$ cat src/rtl/inv_cipher_pkg.sv
// inv_cipher_pkg: controller states, AES round-count constants and round-key index type
package inv_cipher_pkg;
  typedef enum logic [2:0] {IDLE, KEY, START, WAIT, DONE} fsm_e;
  localparam int NR_AES128 = 10;
  localparam int NR_AES192 = 12;
  localparam int NR_AES256 = 14;
  typedef logic [3:0] rk_idx_t;
endpackage

$ cat src/rtl/inv_cipher_ctrl.sv
// inv_cipher_ctrl: sequences one AES inverse cipher over an external inverse round transform
// Define INV_CIPHER_ABORT_EN to add the abort_i port.
module inv_cipher_ctrl
  import inv_cipher_pkg::*;
#(
  parameter int NR = NR_AES128
) (
  input  logic         clk,
  input  logic         rst_n,
`ifdef INV_CIPHER_ABORT_EN
  input  logic         abort_i,
`endif
  input  logic         in_valid_i,
  output logic         in_ready_o,
  input  logic [127:0] ct_i,
  output logic         out_valid_o,
  input  logic         out_ready_i,
  output logic [127:0] pt_o,
  output logic         rk_req_o,
  output rk_idx_t      rk_idx_o,
  input  logic         rk_valid_i,
  input  logic [127:0] rk_i,
  output logic         tf_start_o,
  output logic         tf_bypass_mc_o,
  output logic [127:0] tf_s_o,
  input  logic [127:0] tf_s_i,
  input  logic         tf_done_i
);
  fsm_e         fsm_q, fsm_d;
  logic [127:0] st_q, st_d;
  rk_idx_t      rnd_q, rnd_d;
  logic         first_q, first_d, pend_q, pend_d, abort, kill;
`ifdef INV_CIPHER_ABORT_EN
  assign abort = abort_i;
`else
  assign abort = 1'b0;
`endif
  assign kill = abort && fsm_q != IDLE;
  always_ff @(posedge clk) fsm_q <= !rst_n ? IDLE : fsm_d;
  always_comb begin
    fsm_d = fsm_q;
    unique case (fsm_q)
      IDLE:    fsm_d = in_valid_i ? KEY : IDLE;
      KEY:     fsm_d = rk_valid_i ? (rnd_q == '0 ? DONE : START) : KEY;
      START:   fsm_d = pend_q ? START : WAIT;
      WAIT:    fsm_d = tf_done_i ? KEY : WAIT;
      DONE:    fsm_d = out_ready_i ? IDLE : DONE;
      default: fsm_d = IDLE;
    endcase
    if (kill) fsm_d = IDLE;
  end
  always_comb begin
    in_ready_o     = fsm_q == IDLE;
    rk_req_o       = fsm_q == KEY;
    rk_idx_o       = rnd_q;
    tf_start_o     = fsm_q == START && !pend_q;
    tf_bypass_mc_o = first_q && (fsm_q == START || fsm_q == WAIT);
    tf_s_o         = st_q;
    out_valid_o    = fsm_q == DONE;
    pt_o           = st_q;
  end
  always_comb begin
    st_d    = st_q;
    rnd_d   = rnd_q;
    first_d = first_q;
    if (fsm_q == IDLE && in_valid_i) begin
      st_d    = ct_i;
      rnd_d   = rk_idx_t'(NR);
      first_d = 1'b1;
    end
    if (fsm_q == KEY && rk_valid_i) begin
      st_d  = st_q ^ rk_i;
      rnd_d = rnd_q == '0 ? rnd_q : rnd_q - 1'b1;
    end
    if (fsm_q == WAIT && tf_done_i) begin
      st_d    = tf_s_i;
      first_d = 1'b0;
    end
    if (kill) begin
      st_d    = '0;
      rnd_d   = '0;
      first_d = 1'b0;
    end
    // an aborted transform still owes one done pulse; hold the next START until it lands
    pend_d = kill && ((fsm_q == WAIT && !tf_done_i) || (fsm_q == START && !pend_q)) ? 1'b1 :
             tf_done_i ? 1'b0 : pend_q;
  end
  always_ff @(posedge clk)
    if (!rst_n) begin
      st_q    <= '0;
      rnd_q   <= '0;
      first_q <= 1'b0;
      pend_q  <= 1'b0;
    end else begin
      st_q    <= st_d;
      rnd_q   <= rnd_d;
      first_q <= first_d;
      pend_q  <= pend_d;
    end
endmodule

$ cat config.mk
export PLATFORM = sky130hd
export DESIGN_NAME = inv_cipher_ctrl
export DESIGN_NICKNAME = d
export VERILOG_FILES = /design/src/rtl/inv_cipher_pkg.sv /design/src/rtl/inv_cipher_ctrl.sv
export SDC_FILE = /design/constraint.sdc
export NUM_CORES = 1
export LEC_CHECK = 0
export BUFFER_PORTS_ARGS = -buffer_cell sky130_fd_sc_hd__buf_2
export CAP_MARGIN = 5
export CELL_PAD_IN_SITES_DETAIL_PLACEMENT = 1
export CELL_PAD_IN_SITES_GLOBAL_PLACEMENT = 1
export CORE_AREA = 10 10 250 252
export DETAILED_ROUTE_END_ITERATION = 16
export DIE_AREA = 0 0 260 262
export GPL_TIMING_DRIVEN = 0
export PLACE_DENSITY = 0.54
export SYNTH_ARGS = -nofsm -noshare
export SYNTH_HDL_FRONTEND = slang
export SYNTH_SLANG_ARGS = --single-unit
$ cat constraint.sdc
create_clock -name clk -period 2.2 [get_ports clk]
set_input_delay 0.33 -clock clk [delete_from_list [all_inputs] [get_ports clk]]
set_output_delay 0.33 -clock clk [all_outputs]
set_load 0.02 [all_outputs]
== Word-level counts from Yosys, hierarchy flattened ==
Index checks and enable logic that the tools add are counted.

* Register bits after elaboration: 136
* Output and inout port bits: 265
* Logic and storage cells: 35

* Equal/unequal tests: 5
* Muxes and demuxes: 12
* Reductions and logical operators: 11
* Add/subtract/negate cells: 1
* Bitwise operators: 2

{| class="wikitable"
|+ Operators with widths
! operator !! number
|-
| 128-bit 2-to-1 mux || 3
|-
| 128-bit bitwise XOR || 1
|-
| 3-bit case mux with 5 select lines || 1
|-
| 4-bit 2-to-1 mux || 3
|-
| 3-bit 2-to-1 mux || 3
|-
| 3-bit by 2-bit equality test with 1-bit output, second input constant || 2
|-
| 1-bit logical AND || 4
|-
| 4-bit zero test || 1
|-
| 4-bit by 1-bit subtractor with 4-bit output, second input constant || 1
|-
| 3-bit by 1-bit equality test with 1-bit output, second input constant || 1
|-
| 3-bit equality test, second input constant || 1
|-
| 3-bit zero test || 1
|-
| 3-bit nonzero test || 1
|-
| 2-bit 2-to-1 mux || 1
|-
| 2-bit inequality test, second input constant || 1
|-
| 2-bit AND reduction || 1
|-
| 2-bit nonzero test || 1
|-
| 2-bit OR reduction || 1
|-
| 1-bit logical OR || 1
|-
| 1-bit 2-to-1 mux || 1
|-
| 1-bit inverter || 1
|}

== Longest topological paths before layout ==
* Depth after elaboration: 5
* Depth in mapped cells: 8
* Depth with buffers taken out: 6

== Worst setup path before layout ==
No wires, ideal clock.

* Path type: register to register
* Start point: reg fsm_q[0]
* End point: reg st_q[71] (netlist: pt_o[71])
* Data required time: 2,130 ps
* Arrival time: 1,587 ps
* Stages on the path, launching flop included: 8
* Slack: 543 ps
* Path through: dfxtp_1 -> buf_2 -> nor3_2 -> and2_1 -> buf_2 -> buf_2 -> a222oi_1 -> a21oi_1

{| class="wikitable"
|+ RTL lines
! element !! RTL line !! RTL
|-
| from (decl) || inv_cipher_ctrl.sv:29 || <nowiki>fsm_e fsm_q, fsm_d;</nowiki>
|-
| from (signal assigned) || inv_cipher_ctrl.sv:39 || <nowiki>always_ff @(posedge clk) fsm_q <= !rst_n ? IDLE : fsm_d;</nowiki>
|-
| 3-bit zero test || -- ||
|-
| named net in_ready_o || inv_cipher_ctrl.sv:14 || <nowiki>output logic in_ready_o,</nowiki>
|-
| 1-bit logical AND || inv_cipher_ctrl.sv:66 || <nowiki>if (fsm_q == IDLE && in_valid_i) begin</nowiki>
|-
| 3-bit nonzero test (no line) || -- ||
|-
| to (signal assigned) || inv_cipher_ctrl.sv:95 || <nowiki>st_q <= st_d;</nowiki>
|-
| to (decl) || inv_cipher_ctrl.sv:30 || <nowiki>logic [127:0] st_q, st_d;</nowiki>
|}

The timed path passes the listed nets, and every way through them passes these cells.
A chain may end at the register's enable or synchronous reset.

== Worst setup path after layout ==
* Start point: reg fsm_q[0]
* End point: reg st_q[76] (netlist: pt_o[76])

* Word-level cells in the longest chain between the ends: 4

{| class="wikitable"
|+ RTL lines
! element !! RTL line !! RTL
|-
| 3-bit by 1-bit equality test with 1-bit output || inv_cipher_ctrl.sv:71 || <nowiki>if (fsm_q == KEY && rk_valid_i) begin</nowiki>
|-
| 1-bit logical AND || inv_cipher_ctrl.sv:71 ||
|-
| 128-bit 2-to-1 mux || inv_cipher_ctrl.sv:71 ||
|-
| 128-bit 2-to-1 mux || inv_cipher_ctrl.sv:75 || <nowiki>if (fsm_q == WAIT && tf_done_i) begin</nowiki>
|}

Parallel ways exist; a longest one is shown, timed or not.

==> summary.md <==
| Metric | Value |
|---|---|
| WP data arrival | `2400 ps` |
| WL/cell | `21.46 um` |
| Drt initial violations | `923` |
| Post-synthesis average cell area | `8.798 sq um` |
| GR Layer Usage met2 | `24.70%` |
| Pre-antenna DRT Iters | `8` |
| Routed vias/inst | `4.144` |
| CTS sink cnt | `136` |
| First-pass GRT wire length | `70480 um` |
| F_max | `0.4953 GHz` |
| Period Utilization, post-route | `91.77%` |
| Core area | `57370 sq um` |
| Min Tclk post-route | `2019 ps` |
| Worst-case clock buffer depth | `2` |
| CTS H-tree lvls | `4` |
| Post-synth ARST share | `0%` |
| Worst Hold Class | `in -> reg` |
| Initial antenna violation count | `9` |
| Top-count cell post-synth | `buf_4` |
| Unrepaired setup endpoints after global routing | `no` |
| Worst VDD drop | `0.0005861 V` |
| Synth top cells by count | `buf_4, dfxtp_1, nand2_1, a21oi_1` |
| Die footprint | `68120 sq um` |
| Synth warn | `0` |
| Slew @ Worst Pin | `1058 ps` |
| Leakage | `6.693 nW` |
| Worst-path clk slew | `70 ps` |
| Placed cells | `2328` |
| Final ANT Viol Nets | `0` |
| Starting Density | `13.94%` |
| Clock root buffer | `clkbuf_16` |
| Num CTS Buffers | `17` |
| Cell area after synthesis | `7998 sq um` |
| Pin count of the biggest net entering global routing | `17` |
| Busiest metal layer after global routing | `met2` |
| Final Util | `22.41%` |
| CP Capture Type | `flip-flop` |
| PwrDens | `714.7 nW/um^2` |
| Biggest area consumer among synthesized cells | `dfxtp_1` |
| Layout Cells excl Fill | `2362` |
| Number of global-route vias before repair | `10.56k` |
| Final setup violation count | `0` |
| Gr usage total | `13.95%` |
| Max_slew headroom | `29.46%` |
| Placer Congestion | `0.8318` |
| Syn Nets | `1300` |
| Fin nets | `1973` |
| Post-Synthesis Cells | `909` |
| Die Span X | `260 um` |
| Post-route clock skew | `11.22 ps` |
| Top cells by area, synth | `dfxtp_1, a222oi_1, buf_4` |
| Seq cells post-synth | `136` |
| Layout cells sized above 1 | `54.55%` |
| CP Max Fanout | `11` |
| Met3 GRT Util | `4.470%` |
| Max-slew violations | `0` |
| Sum Neg Setup Slack | `0 ps` |
| Top FF cell, synth | `dfxtp_1` |
| Share of the synthesized area in the top cell type | `34.04%` |
| Cell variety after synth | `36` |
| Syn-to-layout area delta | `60.73%` |
| Total power | `0.009188 W` |
| Critical Path Source Type | `flip-flop` |
| DRC | `0` |
| R2R setup slack | `180 ps` |
| Final worst slack | `181.1 ps` |
| Final hold vios | `0` |
| DPL Wire Length | `42540 um` |
| CTS tree | `built` |
| I/O Buffers | `654` |
| Vias | `9789` |
| Die Height | `262 um` |
| Remaining Overflow, GRT | `0` |
| Maxcap violations | `0` |
| DP Worst Slack | `-262.4 ps` |
| Outcome | `finished, final reports clean` |
| Post-synth EDFFs | `0` |
| Clk Latency, worst-skew pair | `460 ps` |
| FP Rows | `88` |
| I/O pins | `655` |
| Sequential area share after synthesis | `34.04%` |
| Crit path kind | `reg -> reg` |
| Critical Path RT | `2580 ps` |
| M1 GR Usage | `15.77%` |
| Drt total wl | `50690 um` |
-- flip-flops by register name (all words and copies together), names as in the netlist --
register  count
pt_o        128
rk_idx_o      4
fsm_q         3
first_q       1
-- worst paths after layout --
path / startpoint / cells past startpoint / endpoint
worst max-delay path: fsm_q[0] / 7 / pt_o[76]
worst min-delay path: tf_s_i[125] / 3 / pt_o[125]
worst max register to register: fsm_q[0] / 7 / pt_o[76]
worst min register to register: pt_o[79] / 2 / pt_o[79]
-- area by class of cell --
class / count / area (sq um)
fill: 7050 / 44510
multi-input combinational: 567 / 3859
timing repair buffer: 654 / 3273
sequential: 136 / 2723
buffer: 202 / 1414
tap: 765 / 957.2
clock buffer: 22 / 484.2
clock inverter: 8 / 120.1
inverter: 4 / 15.01
antenna: 4 / 10.01
-- cell usage in the layout (no fill, tap or decap), types with 8 or more instances in the layout --
master / synthesis / layout
a21oi_1: 125 / 125
a222oi_1: 118 / 118
buf_2: 31 / 682
buf_4: 139 / 140
buf_6: 11 / 12
clkbuf_1: 20 / 20
clkbuf_16: 0 / 17
dfxtp_1: 136 / 136
nand2_1: 131 / 131
nand3_1: 8 / 8
nor2_1: 8 / 8
o21ai_1: 8 / 8
o221ai_1: 8 / 8
xnor2_1: 10 / 10
xor2_1: 118 / 118
-- metrics by stage --
step,hold slack (ps),cell area [sq um]
2_1_floorplan,431.7,7998
3_3_place_gp,483.7,12230
3_5_place_dp,493.5,12230
4_1_cts,26.95,12840
5_1_grt,68.28,12850
6_report,93.84,12850
-- routing by layer --
metal  share of wire (%)  up-vias  wire [um]
met5               0.026        -         13
met4                 1.4        2        714
met3                 7.9       34       3988
met2                  51      434      25800
met1                  40     4743      20170
li1                    -     4576          -
-- logic make-up after synthesis --
kind of cell / count (synthesis) / share of synthesized area (%)
flip-flops: 136 / 34.04
XOR/XNOR: 128 / 14.02
AO/OA/AOI/OAI: 270 / 24.94
adder cells (fa/ha/maj): 1 / 0.1564
AND/OR/NAND/NOR: 165 / 8.698
buffers and inverters: 206 / 17.71
multiplexers: 3 / 0.4380
-- what timing repair did --
action,4_1_cts,5_1_grt
hold buffers,0,0
cloned,0,0
buffers inserted,0,0
endpoints found under the setup margin,88,14
resized for setup,3,3
pin swaps,0,0
-- report_power, final --
group          internal [W]  switching [W]
clock               0.00188        0.00119
combinational       0.00131        0.00175
sequential          0.00271       0.000350
total               0.00590        0.00329
-- critical path, stage by stage, from the launching register on --
cell,delay [ps]
dfxtp_1,320
buf_2,220
mux2_4,350
a21oi_2,190
buf_4,330
buf_4,240
nand2_1,70
a21oi_1,190
(Power assumes the default switching activity.)
